<file path="src/rtl/stream_demux2.sv">
// Registered 1-to-2 stream demultiplexer with valid/ready handshakes on all sides.
// in_sel = 1 steers a word to port A, 0 to port B; each port keeps a delivered-word count.
module stream_demux2 #(
    parameter int WIDTH = 8,
    parameter int CNT_W = 16
) (
    input  logic             clk,
    input  logic             rst_n,
    input  logic             in_valid,
    output logic             in_ready,
    input  logic             in_sel,
    input  logic [WIDTH-1:0] in_data,
    output logic             a_valid,
    input  logic             a_ready,
    output logic [WIDTH-1:0] a_data,
    output logic             b_valid,
    input  logic             b_ready,
    output logic [WIDTH-1:0] b_data,
    output logic [CNT_W-1:0] a_count,
    output logic [CNT_W-1:0] b_count
);

    typedef enum logic {
        S_EMPTY = 1'b0,
        S_FULL  = 1'b1
    } port_state_t;

    port_state_t      r_a_state;
    port_state_t      r_b_state;
    port_state_t      w_a_state_nxt;
    port_state_t      w_b_state_nxt;
    logic [WIDTH-1:0] r_a_data;
    logic [WIDTH-1:0] r_b_data;
    logic [CNT_W-1:0] r_a_count;
    logic [CNT_W-1:0] r_b_count;

    logic w_a_full;
    logic w_b_full;
    logic w_a_canload;
    logic w_b_canload;
    logic w_accept;
    logic w_load_a;
    logic w_load_b;
    logic w_drain_a;
    logic w_drain_b;

    always_comb begin
        w_a_full    = (r_a_state == S_FULL);
        w_b_full    = (r_b_state == S_FULL);
        // A full slot may refill in the same cycle its consumer drains it.
        w_a_canload = !w_a_full || a_ready;
        w_b_canload = !w_b_full || b_ready;
        in_ready    = rst_n && (in_sel ? w_a_canload : w_b_canload);
        w_accept    = in_valid && in_ready;
        w_load_a    = w_accept && in_sel;
        w_load_b    = w_accept && !in_sel;
        w_drain_a   = w_a_full && a_ready;
        w_drain_b   = w_b_full && b_ready;
    end

    always_comb begin
        w_a_state_nxt = r_a_state;
        w_b_state_nxt = r_b_state;
        if (w_load_a) begin
            w_a_state_nxt = S_FULL;
        end else if (w_drain_a) begin
            w_a_state_nxt = S_EMPTY;
        end
        if (w_load_b) begin
            w_b_state_nxt = S_FULL;
        end else if (w_drain_b) begin
            w_b_state_nxt = S_EMPTY;
        end
    end

    always_ff @(posedge clk) begin
        if (!rst_n) begin
            r_a_state <= S_EMPTY;
            r_b_state <= S_EMPTY;
        end else begin
            r_a_state <= w_a_state_nxt;
            r_b_state <= w_b_state_nxt;
        end
    end

    always_ff @(posedge clk) begin
        if (!rst_n) begin
            r_a_data <= '0;
            r_b_data <= '0;
        end else begin
            if (w_load_a) begin
                r_a_data <= in_data;
            end
            if (w_load_b) begin
                r_b_data <= in_data;
            end
        end
    end

    // Counters wrap naturally; they track handshakes, not loads.
    always_ff @(posedge clk) begin
        if (!rst_n) begin
            r_a_count <= '0;
            r_b_count <= '0;
        end else begin
            if (w_drain_a) begin
                r_a_count <= r_a_count + 1'b1;
            end
            if (w_drain_b) begin
                r_b_count <= r_b_count + 1'b1;
            end
        end
    end

    assign a_valid = w_a_full;
    assign b_valid = w_b_full;
    assign a_data  = r_a_data;
    assign b_data  = r_b_data;
    assign a_count = r_a_count;
    assign b_count = r_b_count;

endmodule
</file>
<file path="config.mk">
export PLATFORM = sky130hd
export DESIGN_NAME = stream_demux2
export DESIGN_NICKNAME = d
export VERILOG_FILES = /design/src/rtl/stream_demux2.sv
export SDC_FILE = /design/constraint.sdc
export NUM_CORES = 1
export LEC_CHECK = 0
export CORE_ASPECT_RATIO = 0.5
export CORE_MARGIN = 2
export CORE_UTILIZATION = 49
export CTS_CLUSTER_SIZE = 10
export DETAILED_ROUTE_END_ITERATION = 8
export PLACE_DENSITY = 0.84
export SLEW_MARGIN = 30
export SYNTH_ARGS = -nofsm -noshare
export SYNTH_HDL_FRONTEND = slang
export SYNTH_SLANG_ARGS = --single-unit
</file>
<file path="constraint.sdc">
create_clock -name clk -period 5 [get_ports clk]
set_clock_uncertainty 0.15 [all_clocks]
set_input_delay 1.5 -clock clk [delete_from_list [all_inputs] [get_ports clk]]
set_output_delay 1.5 -clock clk [all_outputs]
set_load 0.02 [all_outputs]
</file>
==> results of run 1 <==
## worst reg2reg max path, stage by stage (launching register included)
cell and delay [ns]:
dfxtp_1 0.41, ha_1 0.19, nand3_1 0.14, or4_1 0.55, or3_1 0.33, a21oi_1 0.16
## power groups by stage
stage / logic, mW / clock network, mW / registers, mW
after detailed placement: 0.0545 / 0 / 0.417
after global placement: 0.0535 / 0 / 0.417
after global routing: 0.0586 / 0.305 / 0.408
final: 0.0544 / 0.285 / 0.408
after floorplan: 0.0187 / 0 / 0.423
after CTS: 0.0548 / 0.290 / 0.408
## path summary, 6_finish.rpt
| check | startpoint | end | slack (ns) | cells after the start |
|---|---|---|---|---|
| setup / recovery | a_ready | in_ready | 0.21 | 4 |
| hold / removal | b_count[15] | b_count[15] | 0.34 | 2 |
| setup reg to reg | a_count[0] | a_count[14] | 3.00 | 5 |
| hold reg to reg | b_count[15] | b_count[15] | 0.34 | 2 |
## placed cells by master (no fill, tap or decap), drive strengths merged, types with 2 or more instances in the layout
cell and instances:
nor4 3, mux2i 16, nor3 3, nor2b 3, clkdlybuf4s50 64, or4 6
or3 9, and3 2, nand4 9, buf 2, o21ai 11, and4 2
nand3 12, ha 2, inv 6, dfxtp 50, nand2 15, xnor2 8
a21oi 12, clkbuf 6, nor2 40, xor2 9
## final cells by class
type                            count  share of cell area
Timing Repair Buffer               66               0.228
Clock inverter                      1              0.0105
Inverter                            6             0.00785
Clock buffer                        6              0.0288
Tap cell                           54              0.0235
Sequential cell                    50               0.349
Multi-Input combinational cell    166               0.352
## metal layers
metal	GRT usage	vias to the layer above	part of all wire
li1	-	929	-
met1	0.251	870	0.45
met2	0.381	39	0.50
met3	0.0413	7	0.038
met4	0.0762	0	0.014
met5	0	-	0
## cell families (layout without fill, tap and decap cells)
logic type	count (synthesis)	after routing
buffers and inverters	14	79
AND/OR/NAND/NOR	105	105
adder cells (fa/ha/maj)	2	2
multiplexers	16	16
XOR/XNOR	17	17
flip-flops	50	50
AO/OA/AOI/OAI	26	26
## registers in the layout, summed over array words and instances, names as in the netlist
signal	cells
b_count	16
b_data	8
a_valid	1
a_count	16
b_valid	1
a_data	8
## per-stage QoR
step                      hold WS (ns)  std cells  utilization  total power, mW
after floorplan                  0.401        230            -            0.442
after global placement           0.317        342        0.696            0.470
after detailed placement         0.328        342        0.696            0.471
after CTS                        0.344        349        0.724            0.753
after global routing             0.375        349        0.724            0.772
final                            0.339        349        0.724            0.747
==> run_results.csv, run 1 <==
group,metric,value,unit
clocking,cts_root_buffer_type,"clkbuf_8",
die,core.rowCount,16,
final_layout,antenna_cells,0,
drt,drc_marker_count_from_the_first_detailed_route_iteration,35,
power_and_ir_drop,power.share.switching,0.210,
outcome,run_status,"finished, final reports clean",
logic_synthesis,netlist.top_cell.by_area,"dfxtp_1",
logic_synthesis,ys_seq_area_frac,0.486,
drt,vias,1845,
clocking,path_clk_slew,0.08,ns
logic_synthesis,yosysUniqueCellTypes,29,
final_layout,final-seq-area,0.00100,mm2
final_layout,count_of_nets_after_finishing,311,
die,core-area,0.00396,mm2
clocking,post_cts_resize_count,0,
final_layout,area_taken_by_multi_input_logic_gates,0.00101,mm2
power_and_ir_drop,ir_worst_vdd,0.143,mV
timing,min_period_over_period,0.959,
power_and_ir_drop,seq_power_share,0.546,
timing,final-setup-viol-count,0,
timing,timing_hold_violations_final,0,
logic_synthesis,synth.mux.area_fraction,0.0778,
worst_setup_path,cp-end-kind,"primary output",
placement,dpl-instance-area,0.00276,mm2
job,drv.max_cap_violation_count,0,
worst_setup_path,critPathBufInv,2,
drt,detailedRoute.firstPassIterationCount,4,
worst_setup_path,timing.critical_path.max_delay_family,"buffers and inverters",
timing,timing.final.max_slew_violations,0,
clocking,clk-insertion-delay-late,0.30,ns
global_route,grt_use_total,0.212,
die,dieArea,0.00477,mm2
power_and_ir_drop,internal-power,0.590,mW
logic_synthesis,post-synth-top-area-fraction,0.486,
logic_synthesis,area_share_of_and_or_nand_nor_cells_after_synthesis,0.257,
timing,rsz0062_at_grt,"false",
drt,drc,0,
power_and_ir_drop,p_leak,0.965,nW
placement,gp_congestion,0.795,
logic_synthesis,synth-seq-cells,50,
die,initial_standard_cell_utilization_of_the_core,0.519,
timing,layout_setup_ws,0.205,ns
timing,timing.fmax,0.209,GHz
clocking,post_cts_hold_buffer_count,0,
logic_synthesis,synth_compound_gate_area_share,0.0669,
die,num_io_pins,65,
clocking,clock_sink_count,50,
global_route,grt_overflow,0,
timing,final.min_clock_period,4.79,ns
power_and_ir_drop,net-switching-power,0.157,mW
logic_synthesis,synthesis.nets,246,
clocking,postCtsSetupRepairBufs,0,
drt,wire_per_inst,13.3,um
logic_synthesis,ys_top_cells_by_count,"dfxtp_1, nor2_1, mux2i_1, nand2_1, a21oi_1",
placement,buffers_on_ports,64,
drt,routed_wirelength,4650,um
clocking,clock_tree_from_tritoncts,"done",
worst_setup_path,timing.critical_path.arrival,3.14,ns
clocking,clock_tree.buffer_depth,2,
worst_setup_path,critPathKind,"primary input to primary output",
logic_synthesis,yosys_warnings,0,
clocking,htreeDepth,2,
worst_setup_path,crit_path_max_incr_delay,0.66,ns
clocking,number_of_buffers_created_by_cts,5,
worst_setup_path,required,3.35,ns
power_and_ir_drop,share_comb_of_total_power,0.073,
logic_synthesis,ys_dominant_reg_cell,"dfxtp_1",
power_and_ir_drop,clkPwrFrac,0.382,
logic_synthesis,synth_top_family_by_area,"simple AND/OR/NAND/NOR gates",
placement,detailedPlace.worstSlack,0.267,ns
final_layout,area.growth.synth_to_final,39.5,%
logic_synthesis,synth_area,0.00206,mm2
hold_path,min_path_type,"flip-flop to flip-flop",
placement,final_hpwl_dp,3320,um
power_and_ir_drop,power-per-cell-area,260,mW/mm2
logic_synthesis,yosys.cell_count.top_type,"dfxtp_1",
logic_synthesis,synth_async_sr_flop_share,0,
logic_synthesis,yosys.area_share.xor_xnor,0.0723,
final_layout,share_of_layout_cells_above_drive_strength_1,0.0475,
timing,setup_total_negative_slack,0,ns
die,die_h,49.8,um
final_layout,postLayoutCellArea,0.00287,mm2
global_route,first_pass_grt_wire_length,7830,um
worst_setup_path,worstSetupStartpointType,"primary input",
worst_setup_path,cell_chain_critical_path,"clkdlybuf4s50_1 > nor2b_1 > a211oi_1 > clkdlybuf4s50_1",
global_route,pin_count_of_the_biggest_net_entering_global_routing,51,
timing,timing_worst_slew_pin_value,0.935,ns
worst_setup_path,cpMostUsedCell,"clkdlybuf4s50_1",
drt,ant_nets,0,
logic_synthesis,syn-mean-instance-area,8.95,um2
final_layout,n_fill_cell,308,
die,horiz_die_dim,95.7,um
logic_synthesis,post_synth_main_area_contributors,"dfxtp_1, mux2i_1, nor2_1, xor2_1, xnor2_1",
drt,detail_route.vias_per_cell,5.29,
worst_setup_path,cp_max_fo,6,
global_route,first_global_vias,1785,
worst_setup_path,crit_slowest_cell,"clkdlybuf4s50_1",
logic_synthesis,synth_cells,230,
logic_synthesis,synth-adder-area-share,0.0122,
logic_synthesis,synth_edf_count,0,
timing,max_slew_margin,0.373,
global_route,antenna_found_initial,0,
No activity file was read; power rests on OpenSTA's default activity.
==> run 2: changes to the inputs <==
==> constraint.sdc (replaced) <==
create_clock -name clk -period 5 [get_ports clk]
set_clock_uncertainty 0.15 [all_clocks]
set_input_delay 0.75 -clock clk [delete_from_list [all_inputs] [get_ports clk]]
set_output_delay 0.75 -clock clk [all_outputs]
set_load 0.02 [all_outputs]
==> run 2 against run 1 <==
  * Register-to-register slack got worse by 0.03 ns
  * Design area is 0.78% lower
  * Final cell count did not move
  * Setup slack better by 1.4 ns
  * Total power fell by 5.8%
  * Combinational power barely moved
  * Sequential share of layout area increased by 0.28 points
  * Worst hold slack better by 0.0093 ns
  * Die area unchanged
  * Global-route usage fell by 0.22 points
  * Clock-buffer cell count grew 1
  * Flip-flop and latch count is the same
  * Critical path type unchanged
  * Largest cell class unchanged
==> run_results.csv, run 2 (synthesis results as in run 1) <==
group,metric,value,unit
drt,drc_marker_count_from_the_first_detailed_route_iteration,70,
global_route,grt_use_total,0.210,
timing,rsz0062_at_grt,"false",
global_route,first_pass_grt_wire_length,7750,um
worst_setup_path,cp_max_fo,51,
die,die_h,49.8,um
timing,final-setup-viol-count,0,
hold_path,min_path_type,"flip-flop to flip-flop",
placement,buffers_on_ports,64,
worst_setup_path,required,4.10,ns
worst_setup_path,timing.critical_path.arrival,2.50,ns
final_layout,final_cell_mix,"clkdlybuf4s50_1, dfxtp_1, nor2_1, mux2i_1, nand2_1",
worst_setup_path,crit_path_max_incr_delay,0.64,ns
timing,final.min_clock_period,3.40,ns
worst_setup_path,cp-end-kind,"primary output",
worst_setup_path,cell_chain_critical_path,"clkdlybuf4s50_1 > inv_1 > buf_4 > a211oi_1 > clkdlybuf4s50_1",
job,drv.max_cap_violation_count,0,
drt,wl_met2,2340,um
final_layout,final_cells,349,
global_route,first_global_vias,1686,
clocking,clock_tree.buffer_depth,2,
timing,min_period_over_period,0.680,
worst_setup_path,critPathKind,"primary input to primary output",
timing,setup_total_negative_slack,0,ns
outcome,run_status,"finished, final reports clean",
final_layout,count_of_nets_after_finishing,310,
clocking,clock_tree_from_tritoncts,"done",
power_and_ir_drop,power-per-cell-area,247,mW/mm2
placement,dpl.cell_count,341,
global_route,pin_count_of_the_biggest_net_entering_global_routing,52,
worst_setup_path,rr_endpoint,"a_count[12]",
clocking,post_cts_hold_buffer_count,0,
power_and_ir_drop,ir_worst_vdd,0.177,mV
final_layout,layout_commonest_cell,"clkdlybuf4s50_1",
final_layout,share_of_layout_cells_above_drive_strength_1,0.0441,
die,dieArea,0.00477,mm2
die,core.rowCount,16,
final_layout,area.growth.synth_to_final,38.4,%
worst_setup_path,critPathCapture,"in_ready",
drt,wire_per_inst,13.6,um
drt,vias,1828,
clocking,clk-insertion-delay-late,0.30,ns
drt,met3_wirelength,165,um
drt,detail_route.vias_per_cell,5.24,
drt,detailedRoute.firstPassIterationCount,4,
timing,timing_worst_slew_pin_value,0.993,ns
final_layout,antenna_cells,0,
drt,top_layer,"met4",
die,horiz_die_dim,95.7,um
timing,timing_hold_violations_final,0,
timing,timing.final.max_slew_violations,0,
drt,routed_wirelength,4730,um
worst_setup_path,worstSetupStartpointType,"primary input",
clocking,htreeDepth,2,
clocking,path_clk_slew,0.09,ns
placement,gp_congestion,0.795,
clocking,number_of_buffers_created_by_cts,5,
clocking,postCtsSetupRepairBufs,0,
timing,max_slew_margin,0.334,
worst_setup_path,cpMostUsedCell,"clkdlybuf4s50_1",
worst_setup_path,crit_start,"rst_n",
clocking,post_cts_resize_count,0,
global_route,antenna_found_initial,0,
timing,timing.fmax,0.294,GHz
clocking,cts_root_buffer_type,"clkbuf_8",
power_and_ir_drop,p_leak,0.951,nW
die,initial_standard_cell_utilization_of_the_core,0.519,
drt,drc,0,
placement,detailedPlace.worstSlack,1.60,ns
worst_setup_path,crit-reg2reg-launch,"a_count[0]",
worst_setup_path,setup.reg_to_reg.worst_slack,2.97,ns
clocking,clock_sink_count,50,
drt,ant_nets,0,
placement,final_hpwl_dp,3350,um
timing,layout_setup_ws,1.60,ns
die,core-area,0.00396,mm2
worst_setup_path,crit_slowest_cell,"clkdlybuf4s50_1",
drt,wirelength_met1,2180,um
worst_setup_path,worst_r2r_path_depth,5,
die,num_io_pins,65,
global_route,grt_overflow,0,
[run 2: layout make-up]
cell class / count / area [um2]
Clock buffer: 7 / 86.3
Clock inverter: 1 / 5.00
Fill cell: 301 / 1120
Inverter: 6 / 22.5
Multi-Input combinational cell: 166 / 1020
Sequential cell: 50 / 1000
Tap cell: 54 / 67.6
Timing Repair Buffer: 65 / 648
[run 2: report_power, final]
group	total (mW)	internal, mW	switching, mW	leakage [nW]
clock	0.242	0.112	0.130	0.0482
combinational	0.0541	0.0267	0.0274	0.499
sequential	0.407	0.403	0.00407	0.404
total	0.704	0.542	0.162	0.951
[run 2: how the worst min path moves through the flow]
stage                            from           to  slack [ns]  cells after the start
final                       a_data[4]    a_data[4]        0.35                      2
after global routing        a_data[4]    a_data[4]        0.37                      2
after CTS                   a_data[4]    a_data[4]        0.35                      2
after detailed placement    a_data[4]    a_data[4]        0.33                      2
after global placement    b_count[15]  b_count[15]        0.32                      2
after floorplan           b_count[15]  b_count[15]        0.40                      2
[run 2: routing by layer]
layer	track usage	vias up
met5	0	-
met4	0.0738	0
met3	0.0505	6
met2	0.347	36
met1	0.268	862
li1	-	924
[run 2: metrics by stage]
step / total power [mW] / area [um2] / util / hold WS, ns
after floorplan: 0.442 / 2060 / - / 0.401
after global placement: 0.469 / 2750 / 0.694 / 0.317
after detailed placement: 0.470 / 2750 / 0.694 / 0.332
after CTS: 0.709 / 2840 / 0.717 / 0.355
after global routing: 0.726 / 2850 / 0.718 / 0.375
final: 0.704 / 2850 / 0.718 / 0.348
[run 2: worst max-delay path: cells and delay by family]
kind / cells / cell delay, ns
compound gates: 1 / 0.23
buf+inv: 4 / 1.52
